[config.mk]
export PLATFORM = sky130hd
export DESIGN_NAME = rs232_rx
export DESIGN_NICKNAME = d
export VERILOG_FILES = /design/src/rtl/rs232_pkg.sv /design/src/rtl/rs232_sync.sv /design/src/rtl/rs232_rx.sv
export SDC_FILE = /design/constraint.sdc
export NUM_CORES = 1
export LEC_CHECK = 0
export BUFFER_PORTS_ARGS = -buffer_cell sky130_fd_sc_hd__buf_2
export CELL_PAD_IN_SITES_DETAIL_PLACEMENT = 1
export CELL_PAD_IN_SITES_GLOBAL_PLACEMENT = 2
export CORE_UTILIZATION = 35
export CTS_CLUSTER_DIAMETER = 40
export DETAILED_ROUTE_END_ITERATION = 10
export PLACE_DENSITY = 0.79
export RECOVER_POWER = 25
export SLEW_MARGIN = 40
export SYNTH_ARGS = -nofsm -noshare
export SYNTH_HDL_FRONTEND = slang
export SYNTH_SLANG_ARGS = --single-unit
[constraint.sdc]
create_clock -name CLK_RX -period 3.37 [get_ports CLK_RX]
set_input_delay 0.1685 -clock CLK_RX [delete_from_list [all_inputs] [get_ports CLK_RX]]
set_output_delay 0.1685 -clock CLK_RX [all_outputs]
set_load 0.03 [all_outputs]
[src/rtl/rs232_pkg.sv]
`default_nettype none
// +--------------------------------------------------------------------+
// | rs232_pkg : framing constants and state encoding for rs232_tx/_rx  |
// | Revision  : 1.0                                                    |
// +--------------------------------------------------------------------+
package rs232_pkg;

   localparam int RS232_DATA_BITS = 8;

   localparam logic [2:0] ST_IDLE    = 3'd0;
   localparam logic [2:0] ST_START   = 3'd1;
   localparam logic [2:0] ST_DATA    = 3'd2;
   localparam logic [2:0] ST_STOP    = 3'd3;
   localparam logic [2:0] ST_RECOVER = 3'd4;

   typedef enum logic [2:0] {
      S_IDLE    = ST_IDLE,
      S_START   = ST_START,
      S_DATA    = ST_DATA,
      S_STOP    = ST_STOP,
      S_RECOVER = ST_RECOVER
   } rx_state_e;

endpackage
`default_nettype wire

[src/rtl/rs232_sync.sv]
`default_nettype none
// +--------------------------------------------------------------------+
// | rs232_sync : 2-flop synchronizer for an asynchronous input         |
// | Revision   : 1.0                                                   |
// +--------------------------------------------------------------------+
module rs232_sync #(
   parameter logic RESET_VALUE = 1'b0
) (
   input  logic clk,
   input  logic rst,
   input  logic d,
   output logic q
);

   logic meta_q, meta_d;
   logic sync_q, sync_d;

   always_comb begin
      meta_d = d;
      sync_d = meta_q;
   end

   always_ff @(posedge clk) begin
      if (rst) begin
         meta_q <= RESET_VALUE;
         sync_q <= RESET_VALUE;
      end else begin
         meta_q <= meta_d;
         sync_q <= sync_d;
      end
   end

   assign q = sync_q;

endmodule
`default_nettype wire

[src/rtl/rs232_rx.sv]
`default_nettype none
// +--------------------------------------------------------------------+
// | rs232_rx : oversampling 8N1 serial receiver, configurable polarity |
// | Revision : 1.0                                                     |
// +--------------------------------------------------------------------+
module rs232_rx
   import rs232_pkg::*;
#(
   parameter int   OVERSAMPLE = 16,
   parameter logic IDLE_LEVEL = 1'b0
) (
   input  logic                       CLK_RX,
   input  logic                       RST,
   input  logic                       RX,
   output logic [RS232_DATA_BITS-1:0] DATA,
   output logic                       DONE,
   output logic                       ERR,
   output logic                       BUSY
);

   localparam int                TICK_W   = $clog2(OVERSAMPLE);
   localparam logic [TICK_W-1:0] TICK_MID = TICK_W'(OVERSAMPLE / 2 - 1);
   localparam logic [TICK_W-1:0] TICK_END = TICK_W'(OVERSAMPLE - 1);

   logic rx_s;

   rx_state_e                  state_q,   state_d;
   logic [TICK_W-1:0]          tick_q,    tick_d;
   logic [2:0]                 bit_idx_q, bit_idx_d;
   logic [RS232_DATA_BITS-1:0] shreg_q,   shreg_d;
   logic [RS232_DATA_BITS-1:0] data_q,    data_d;
   logic                       done_q,    done_d;
   logic                       err_q,     err_d;

   rs232_sync #(
      .RESET_VALUE (IDLE_LEVEL)
   ) u_sync (
      .clk (CLK_RX),
      .rst (RST),
      .d   (RX),
      .q   (rx_s)
   );

   always_comb begin
      state_d   = state_q;
      tick_d    = tick_q;
      bit_idx_d = bit_idx_q;
      shreg_d   = shreg_q;
      data_d    = data_q;
      done_d    = 1'b0;
      err_d     = 1'b0;

      case (state_q)
         S_IDLE: begin
            tick_d = '0;
            if (rx_s != IDLE_LEVEL) begin
               state_d = S_START;
            end
         end

         S_START: begin
            tick_d = tick_q + 1'b1;
            if (tick_q == TICK_MID) begin
               tick_d    = '0;
               bit_idx_d = '0;
               // A start level that has vanished by mid-bit is treated as noise.
               state_d   = (rx_s != IDLE_LEVEL) ? S_DATA : S_IDLE;
            end
         end

         S_DATA: begin
            tick_d = tick_q + 1'b1;
            if (tick_q == TICK_END) begin
               tick_d  = '0;
               shreg_d = {rx_s, shreg_q[RS232_DATA_BITS-1:1]};
               if (bit_idx_q == 3'd7) begin
                  state_d = S_STOP;
               end else begin
                  bit_idx_d = bit_idx_q + 3'd1;
               end
            end
         end

         S_STOP: begin
            tick_d = tick_q + 1'b1;
            if (tick_q == TICK_END) begin
               tick_d = '0;
               if (rx_s == IDLE_LEVEL) begin
                  data_d  = shreg_q;
                  done_d  = 1'b1;
                  state_d = S_IDLE;
               end else begin
                  err_d   = 1'b1;
                  state_d = S_RECOVER;
               end
            end
         end

         S_RECOVER: begin
            // Hold off until the line idles so a stuck start level cannot retrigger.
            tick_d = '0;
            if (rx_s == IDLE_LEVEL) begin
               state_d = S_IDLE;
            end
         end

         default: begin
            tick_d  = '0;
            state_d = S_IDLE;
         end
      endcase
   end

   always_ff @(posedge CLK_RX) begin
      if (RST) begin
         state_q   <= S_IDLE;
         tick_q    <= '0;
         bit_idx_q <= '0;
         shreg_q   <= '0;
         data_q    <= '0;
         done_q    <= 1'b0;
         err_q     <= 1'b0;
      end else begin
         state_q   <= state_d;
         tick_q    <= tick_d;
         bit_idx_q <= bit_idx_d;
         shreg_q   <= shreg_d;
         data_q    <= data_d;
         done_q    <= done_d;
         err_q     <= err_d;
      end
   end

   assign DATA = data_q;
   assign DONE = done_q;
   assign ERR  = err_q;
   assign BUSY = (state_q != S_IDLE);

endmodule
`default_nettype wire

==> results.md <==
* Clock skew at 0.00803 ns
* # IOs at 14
* Dpl hpwl at 1710 µm
* Ys flop type: dfxtp_1
* Post-synth EDFFs at 0
* Critical path class: flip-flop to flip-flop
* Hold Crit Depth at 2
* Vias per inst at 4.89
* Reg2reg setup slack at 1.62 ns
* Final worst path period need at 1.75 ns
* Final Wtd Congestion at 0.765
* Run status: finished, final reports clean
* Critical-path cell list: ha_1 -> nand4_4 -> or3_1 -> nand2_1 -> a21oi_1
* Fin crit share at 0.518
* Vias at 905
* WL per Instance at 13.0 µm
* # fillers at 385
* Slew headroom at 0.289
* Initial antenna violation count at 0
* Startpoint types: flip-flop
* Core area at 3130 µm²
* Clock Latency Late Sink at 0.33 ns
* Starting Density at 0.376
* Row cnt at 20
* # H-tree levels at 2
* Setup Total Neg Slack at 0 ns
* Maximum Capacitance Violations at 0
* ANT cells at 0
* Reg2reg end: DATA[0]$_SDFFE_PP0P_
* Leak at 0.460 nW
* Chip Width at 60.0 µm
* DRC Markers at 0
* CTS Buf Count at 5
* Synthesized instance count at 126
* Layout Nets at 146
* Avg Inst Size Synth at 9.33 µm²
* Share of cells above drive strength 1 at 0.106
* Hold-fix buffers, CTS at 0
* Grt total ovfl at 0
* Post-route ant nets at 0
* WHS at 0.0464 ns
* Power density cells at 489 nW/µm²
* RR Startpoint: tick_q[0]$_SDFF_PP0_
* HP Class: primary input to flip-flop
* Hold Path Origin: RX
* Reg clk slew, reported paths at 0.09 ns
* Peak Freq at 572 MHz
* First-pass GRT wire length at 4130 µm
* PortBufs at 13
* Synth Register Bits at 30
* Worst IR Drop VDD at 0.233 mV
* Clock sinks at 30
* Die Y-Extent at 60.0 µm
* CP arrival at 1.92 ns
* DRT Pass-1 Iters at 4
* Final number of hold-violating endpoints at 0
* Worst Path Required at 3.54 ns
* Slowest CP cell: or3_1
* Sequential area share after synthesis at 0.511
* YS warnings at 0
* Postcts setup bufs at 0
* CTS root buf: clkbuf_4
* Family with the most delay on the worst path: simple AND/OR/NAND/NOR gates
* Maximum clock path buffer count at 2
* Post-CTS Resized at 0
* Fin. max-slew vios at 0
* Final setup fails at 0
* 1st-iter DRT viols at 18
* Slew @ Worst Pin at 1.07 ns
* Worst Reg2Reg Path Length in Cells at 5
* CP Capture Type: flip-flop
* Largest net degree at the start of global routing at 26
* RSZ-0062 raised after global routing: false
* CTS tree: built
* Worst path bufs/invs at 0
* Area delta synth->final at 13.4%
* Die Area at 3600 µm²
* Worst Path Max Fanout at 9
* Max incr delay on CP at 0.53 ns
* Tot GR Track Use at 0.162
* Wire length after detailed routing at 2400 µm
* Ys async rst share at 0
* Post-Synthesis Cell Area at 1180 µm²
* Vias in the first global route at 898
* Hold worst-path end: u_sync.meta_q$_SDFF_PP0_
* Synth Net Count at 132
* Distinct cells, synth at 26
-- cells in the mapped netlist (all sizes together) (2+ instances only) --
cell,count,area share
a21oi,12,0.051
nor3,5,0.035
nor2b,3,0.016
clkbuf,3,0.0096
nand2,19,0.061
nand4,3,0.029
nor2,16,0.051
or4,2,0.013
nand3,4,0.017
mux2i,8,0.068
nand2b,3,0.016
dfxtp,30,0.51
ha,3,0.032
or3,3,0.016
buf,3,0.013
xor2,2,0.015
-- metrics by stage --
stage                     total power, W  instance area, µm²   util  std cells  setup slack [ns]
after CTS                       0.000663                1350  0.430        185              1.63
after global placement          0.000381                1270  0.406        177              1.73
after floorplan                 0.000377                1180      -        126              1.87
after detailed placement        0.000382                1270  0.406        177              1.66
after global routing            0.000685                1330  0.426        185              1.43
final                           0.000653                1330  0.426        185              1.62
-- kinds of logic after synthesis --
family / count (synthesis) / synth area share
AO/OA/AOI/OAI: 15 / 0.0723
XOR/XNOR: 3 / 0.0223
adder cells (fa/ha/maj): 3 / 0.0319
buffers and inverters: 7 / 0.0255
flip-flops: 30 / 0.511
multiplexers: 8 / 0.0681
AND/OR/NAND/NOR: 60 / 0.269
-- layer usage --
layer / up-vias / wire length (µm) / track usage
li1: 465 / - / -
met1: 418 / 1200 / 0.215
met2: 14 / 1060 / 0.225
met3: 8 / 79 / 0.0455
met4: 0 / 64 / 0.110
met5: - / 0 / 0
-- worst max path at each step --
| stage | from | to | cells past startpoint |
|---|---|---|---|
| after floorplan | tick_q[0]$_SDFF_PP0_ | DATA[0]$_SDFFE_PP0P_ | 6 |
| after global placement | tick_q[0]$_SDFF_PP0_ | shreg_q[3]$_SDFFE_PP0P_ | 5 |
| after detailed placement | tick_q[0]$_SDFF_PP0_ | DATA[0]$_SDFFE_PP0P_ | 5 |
| after CTS | tick_q[0]$_SDFF_PP0_ | DATA[0]$_SDFFE_PP0P_ | 5 |
| after global routing | tick_q[0]$_SDFF_PP0_ | state_q[0]$_SDFFE_PP0P_ | 5 |
| final | tick_q[0]$_SDFF_PP0_ | DATA[0]$_SDFFE_PP0P_ | 5 |
-- flip-flops by register name, summed over array words and instances, names as in the netlist --
signal         cells
DATA               8
shreg_q            8
tick_q             4
bit_idx_q          3
state_q            3
DONE               1
ERR                1
u_sync.meta_q      1
u_sync.q           1
-- cell type report --
class                           instances  area, µm²  area share
Tap cell                               44       55.1      0.0413
Timing Repair Buffer                   13       53.8      0.0403
Multi-Input combinational cell         89        546       0.409
Clock buffer                            7       45.0      0.0338
Inverter                                1       3.75     0.00281
Clock inverter                          1       30.0      0.0225
Sequential cell                        30        601       0.450
-- cell usage in the layout, fill, tap and decap left out, types with 4 or more instances in the layout --
cell	n
dfxtp_1	30
nand2_1	19
nor2_1	16
a21oi_1	12
clkbuf_1	11
mux2i_1	8
clkbuf_4	5
nand3_1	4
buf_2	4
-- report_power, final --
group | leakage, nW | internal (W) | switching [W] | total, W
logic | 0.178 | 0.00000416 | 0.00000919 | 0.0000134
registers | 0.242 | 0.000356 | 0.00000364 | 0.000360
clock network | 0.0395 | 0.000157 | 0.000122 | 0.000279
total | 0.460 | 0.000518 | 0.000135 | 0.000653
No activity file was read; power rests on OpenSTA's default activity.
